$ cat src/rtl/kernel_wload.sv
// Write-side loader for the kernel weight mux: streams eight directional weights
// over valid/ready into registers addressed by select code 1..8.
module kernel_wload #(
    parameter int unsigned W_WIDTH   = 3,
    parameter int unsigned SEL_WIDTH = 4
) (
    input  logic                 clk,
    input  logic                 rst,
    input  logic                 start,
    input  logic                 abort,
    input  logic                 in_valid,
    output logic                 in_ready,
    input  logic [W_WIDTH-1:0]   in_w,
    output logic [SEL_WIDTH-1:0] wr_sel,
    output logic [W_WIDTH-1:0]   tl_w,
    output logic [W_WIDTH-1:0]   tr_w,
    output logic [W_WIDTH-1:0]   bl_w,
    output logic [W_WIDTH-1:0]   br_w,
    output logic [W_WIDTH-1:0]   r_w,
    output logic [W_WIDTH-1:0]   l_w,
    output logic [W_WIDTH-1:0]   t_w,
    output logic [W_WIDTH-1:0]   b_w,
    output logic                 busy,
    output logic                 done,
    output logic                 kernel_valid
);

    typedef enum logic [1:0] {
        IDLE = 2'd0,
        LOAD = 2'd1,
        FIN  = 2'd2
    } state_t;

    state_t               state_q, state_d;
    logic                 in_ready_q, in_ready_d;
    logic [SEL_WIDTH-1:0] wr_sel_q, wr_sel_d;
    logic                 busy_q, busy_d;
    logic                 done_q, done_d;
    logic                 kv_q, kv_d;
    logic [W_WIDTH-1:0]   w_q [8];
    logic [W_WIDTH-1:0]   w_d [8];
    logic [2:0]           wr_idx;
    logic                 xfer;

    // Select code 1..8 maps onto register slots 0..7.
    assign wr_idx = 3'(wr_sel_q - SEL_WIDTH'(1));
    assign xfer   = in_valid & in_ready_q;

    always_comb begin
        state_d    = state_q;
        in_ready_d = in_ready_q;
        wr_sel_d   = wr_sel_q;
        busy_d     = busy_q;
        done_d     = 1'b0;
        kv_d       = kv_q;
        w_d        = w_q;
        unique case (state_q)
            IDLE: begin
                if (start && !abort) begin
                    state_d    = LOAD;
                    wr_sel_d   = SEL_WIDTH'(1);
                    in_ready_d = 1'b1;
                    busy_d     = 1'b1;
                    kv_d       = 1'b0;
                end
            end
            LOAD: begin
                // Abort wins over a same-cycle transfer; that beat is dropped.
                if (abort) begin
                    state_d    = IDLE;
                    in_ready_d = 1'b0;
                    busy_d     = 1'b0;
                    wr_sel_d   = '0;
                end else if (xfer) begin
                    w_d[wr_idx] = in_w;
                    if (wr_sel_q == SEL_WIDTH'(8)) begin
                        state_d    = FIN;
                        in_ready_d = 1'b0;
                        wr_sel_d   = '0;
                        busy_d     = 1'b0;
                        done_d     = 1'b1;
                        kv_d       = 1'b1;
                    end else begin
                        wr_sel_d = wr_sel_q + SEL_WIDTH'(1);
                    end
                end
            end
            FIN: begin
                state_d = IDLE;
            end
            default: begin
                state_d = IDLE;
            end
        endcase
    end

    always_ff @(posedge clk) begin
        if (rst) begin
            state_q    <= IDLE;
            in_ready_q <= 1'b0;
            wr_sel_q   <= '0;
            busy_q     <= 1'b0;
            done_q     <= 1'b0;
            kv_q       <= 1'b0;
            for (int unsigned i = 0; i < 8; i++) begin
                w_q[i] <= '0;
            end
        end else begin
            state_q    <= state_d;
            in_ready_q <= in_ready_d;
            wr_sel_q   <= wr_sel_d;
            busy_q     <= busy_d;
            done_q     <= done_d;
            kv_q       <= kv_d;
            for (int unsigned i = 0; i < 8; i++) begin
                w_q[i] <= w_d[i];
            end
        end
    end

    assign in_ready     = in_ready_q;
    assign wr_sel       = wr_sel_q;
    assign busy         = busy_q;
    assign done         = done_q;
    assign kernel_valid = kv_q;
    assign tl_w         = w_q[0];
    assign tr_w         = w_q[1];
    assign bl_w         = w_q[2];
    assign br_w         = w_q[3];
    assign r_w          = w_q[4];
    assign l_w          = w_q[5];
    assign t_w          = w_q[6];
    assign b_w          = w_q[7];

endmodule
$ cat config.mk
export PLATFORM = sky130hd
export DESIGN_NAME = kernel_wload
export DESIGN_NICKNAME = d
export VERILOG_FILES = /design/src/rtl/kernel_wload.sv
export SDC_FILE = /design/constraint.sdc
export NUM_CORES = 1
export LEC_CHECK = 0
export ABC_CLOCK_PERIOD_IN_PS = 1600
export CELL_PAD_IN_SITES_DETAIL_PLACEMENT = 2
export CELL_PAD_IN_SITES_GLOBAL_PLACEMENT = 2
export CORE_AREA = 2 2 80 82
export DETAILED_ROUTE_END_ITERATION = 10
export DIE_AREA = 0 0 82 84
export PLACE_DENSITY_LB_ADDON = 0.1
export SYNTH_ARGS = -nofsm -noshare
export SYNTH_HDL_FRONTEND = slang
export SYNTH_SLANG_ARGS = --single-unit
$ cat constraint.sdc
create_clock -name clk -period 1.6 [get_ports clk]
set_clock_uncertainty 0.05 [all_clocks]
set_input_delay 0.32 -clock clk [delete_from_list [all_inputs] [get_ports clk]]
set_output_delay 0.32 -clock clk [all_outputs]
set_load 0.05 [all_outputs]
==> results.yml <==
global_route:
  gr-total-overflow: 0
  grt_antenna_before_repair: 0
  grt_pass1_wl_um: 8240
  global_route.usage.total_pct: 15.9
  grt_max_degree: 23
  grt_pass1_vias: 1570
synthesis:
  synth-compound-area-share_pct: 4.81
  syn_inst: 153
  synth-async-reset-ratio_pct: 0
  number_of_enable_type_register_cells_in_the_synthesized_netlist: 0
  number_of_distinct_standard_cells_referenced_by_the_synthesized_netlist: 35
  synth.mux.area_fraction_pct: 15.7
  synth-adder-area-share_pct: 1.63
  synthXorXnorAreaFrac_pct: 1.14
  yosys_warnings: 0
  ys_dominant_reg_cell: "sky130_fd_sc_hd__dfxtp_1"
  syn_area_per_cell_um2: 10.0
  main_combinational_cell_family_by_area_after_synthesis: "simple AND/OR/NAND/NOR gates"
  mappedNetlistNets: 163
  synth_area_um2: 1530
  synth.yosys.seq_area_share_pct: 43.1
  ys_seq_elements: 33
  synth-simple-area-share_pct: 29.6
clocking:
  ctsLongestPathBuffers: 2
  number_of_h_tree_branching_levels: 2
  clk_slew_on_worst_s_h_paths_ns: 0.07
  tritoncts_num_sinks: 33
  cts_made_buffers: 5
  worst_skew_pair.late_latency_ns: 0.28
  cts_tree: "built"
  clk_root_buffer_cell: "sky130_fd_sc_hd__clkbuf_8"
cells_and_area:
  diodes: 0
  fillers: 629
  synthToLayoutAreaGrowth_pct: 72.8
  fin_nets: 218
  layoutNonFillerInstCount: 286
  drive_gt1_share_pct: 34.4
floorplan:
  design.die.area_um2: 6890
  core.rowCount: 29
  die-height_um: 84
  ios: 40
  placeableCoreArea_um2: 6100
  start_util_pct: 25.2
  dieWidth_um: 82
power:
  ir_worst_vdd_mv: 0.298
  net-switching-power_mw: 0.457
  power.switching_fraction_pct: 24.9
  powerDensity_nw_per_um2: 694
  share_comb_of_total_power_pct: 11.9
  internal_power_mw: 1.38
  static-leakage-power_nw: 1.14
  sequentialPowerShare_pct: 45.5
  power.clock.fraction_pct: 42.6
outcome:
  status: "finished, final reports clean"
placement:
  dp_hpwl_um: 3600
  place.port_buffers: 39
  finalWeightedCongestion: 0.751
  dpl.cell_count: 277
hold_path:
  hp-class: "flop to flop"
sta:
  fin_setup_tns_ns: 0
  worstMarginPinSlew_ns: 0.394
  timing.final.max_slew_violations: 0
  min_period_ns: 1.54
  setup_viol: 0
  final.period_utilization_pct: 96.4
  fin_worst_hold_slack_ns: 0.468
  fmax_achieved_ghz: 0.649
  slew_headroom_pct: 73.7
  finalHoldViolCount: 0
critical_path:
  timing.critical_path.arrival_ns: 1.70
  setup.worst_path.class: "flop to flop"
  cp.required_ns: 1.76
  timing.critical_path.fanout_max: 4
  startpoint_class: "flop"
  worst_path_cell_chain: "inv_1 > ha_4 > and3b_1 > or4b_1 > a21oi_2"
  crit_path_top_delay_cell: "sky130_fd_sc_hd__or4b_1"
  worst_setup_path_end_kind: "flop"
  largest_incremental_delay_on_the_critical_path_ns: 0.49
routing:
  routed_wire_length_per_instance_um: 17.3
  detailroute.via_count: 1358
  post-route-drc-count: 0
  viasPerCell: 4.75
  antenna_left: 0
  firstDrtPassIters: 3
  wl_um: 4960
  first_iter_violations: 52
run:
  drv_cap: 0
## Yosys cell counts, types with 3 or more instances
library cell	n	area share (%)
sky130_fd_sc_hd__inv_1	3	0.73
sky130_fd_sc_hd__nand2b_1	30	12
sky130_fd_sc_hd__nand4_1	6	2.4
sky130_fd_sc_hd__buf_1	3	0.73
sky130_fd_sc_hd__and4b_1	3	2.0
sky130_fd_sc_hd__nand3_1	3	0.98
sky130_fd_sc_hd__mux2i_1	24	16
sky130_fd_sc_hd__nand4b_1	5	2.9
sky130_fd_sc_hd__clkbuf_1	4	0.98
sky130_fd_sc_hd__dfxtp_1	33	43
sky130_fd_sc_hd__nor2_1	5	1.2
sky130_fd_sc_hd__a21oi_1	3	0.98
## layout by cell type (no fill, tap or decap), types with 3 or more instances in the layout
cell type	instances
sky130_fd_sc_hd__dfxtp_2	3
sky130_fd_sc_hd__nand3_1	3
sky130_fd_sc_hd__buf_4	17
sky130_fd_sc_hd__buf_12	35
sky130_fd_sc_hd__nor2_1	5
sky130_fd_sc_hd__clkbuf_8	6
sky130_fd_sc_hd__inv_1	3
sky130_fd_sc_hd__nand4b_1	5
sky130_fd_sc_hd__mux2i_1	24
sky130_fd_sc_hd__nand2b_1	30
sky130_fd_sc_hd__and4b_1	3
sky130_fd_sc_hd__clkdlybuf4s50_1	7
sky130_fd_sc_hd__dfxtp_1	28
sky130_fd_sc_hd__nand4_1	6
## path summary, 6_finish.rpt
kind	start	endpoint	slack [ns]	cells after the start
worst max-delay path	wr_sel[0]	wr_sel[0]	0.06	5
worst max register to register	wr_sel[0]	wr_sel[0]	0.06	5
worst min-delay path	tl_w[0]	tl_w[0]	0.47	2
worst min register to register	tl_w[0]	tl_w[0]	0.47	2
## what timing repair did
action                                  CTS  global route
pin swaps                                 1             0
endpoints found under the setup margin    5            26
gates resized for setup                   1             6
setup buffers                             1             0
hold buffers                              0             0
## registers in the layout, summed over array words and instances (netlist names)
name	cells
kernel_valid	1
done	1
wr_sel	4
t_w	3
state_q	2
tr_w	3
r_w	3
br_w	3
l_w	3
tl_w	3
b_w	3
bl_w	3
busy	1
## area by class of cell
| cell class | instances | area [um2] | area share (%) |
|---|---|---|---|
| timing repair buffer | 59 | 898 | 33.9 |
| clock buffer | 7 | 108 | 4.06 |
| sequential | 33 | 672 | 25.4 |
| tap | 77 | 96.3 | 3.64 |
| inverter | 3 | 11.3 | 0.425 |
| multi-input combinational | 106 | 857 | 32.3 |
| clock inverter | 1 | 7.51 | 0.283 |
## power groups by stage
stage	Clock [mW]	Sequential (mW)	Combinational, mW
after floorplan	0	0.865	0.0835
after global placement	0	0.854	0.203
after detailed placement	0	0.854	0.207
after CTS	0.813	0.835	0.209
after global routing	0.861	0.838	0.235
final	0.784	0.836	0.219
## per-stage QoR
step | instance area, um2 | setup WS, ns | util (%) | power (mW)
3_5_place_dp | 2480 | -0.383 | 40.7 | 1.06
5_1_grt | 2650 | -0.000823 | 43.5 | 1.93
3_3_place_gp | 2480 | -0.297 | 40.7 | 1.06
4_1_cts | 2610 | 0.0102 | 42.8 | 1.86
6_report | 2650 | 0.0583 | 43.5 | 1.84
2_1_floorplan | 1550 | 0.00653 | - | 0.949
## cell families (layout without fill, tap and decap cells)
kind of cell / count (synthesis) / in the layout
mux: 24 / 24
fa+ha+maj: 2 / 2
compound gates: 11 / 11
simple gates: 67 / 67
flops: 33 / 33
xor+xnor: 2 / 2
buf+inv: 14 / 70
## routing by layer
metal / share of wire, % / GRT usage (%)
met3: 3.9 / 4.44
met5: 0 / 0
met1: 42 / 19.4
met2: 53 / 26.5
met4: 1.0 / 5.15
## critical path: cells and delay by family, from the launching register on
family                   cells  cell delay [ns]
adder cells (fa/ha/maj)      1             0.19
AND/OR/NAND/NOR              2             0.68
AO/OA/AOI/OAI                1             0.14
flip-flops                   1             0.35
buffers and inverters        1             0.06
Note: power is estimated with default switching activity, not from simulation.
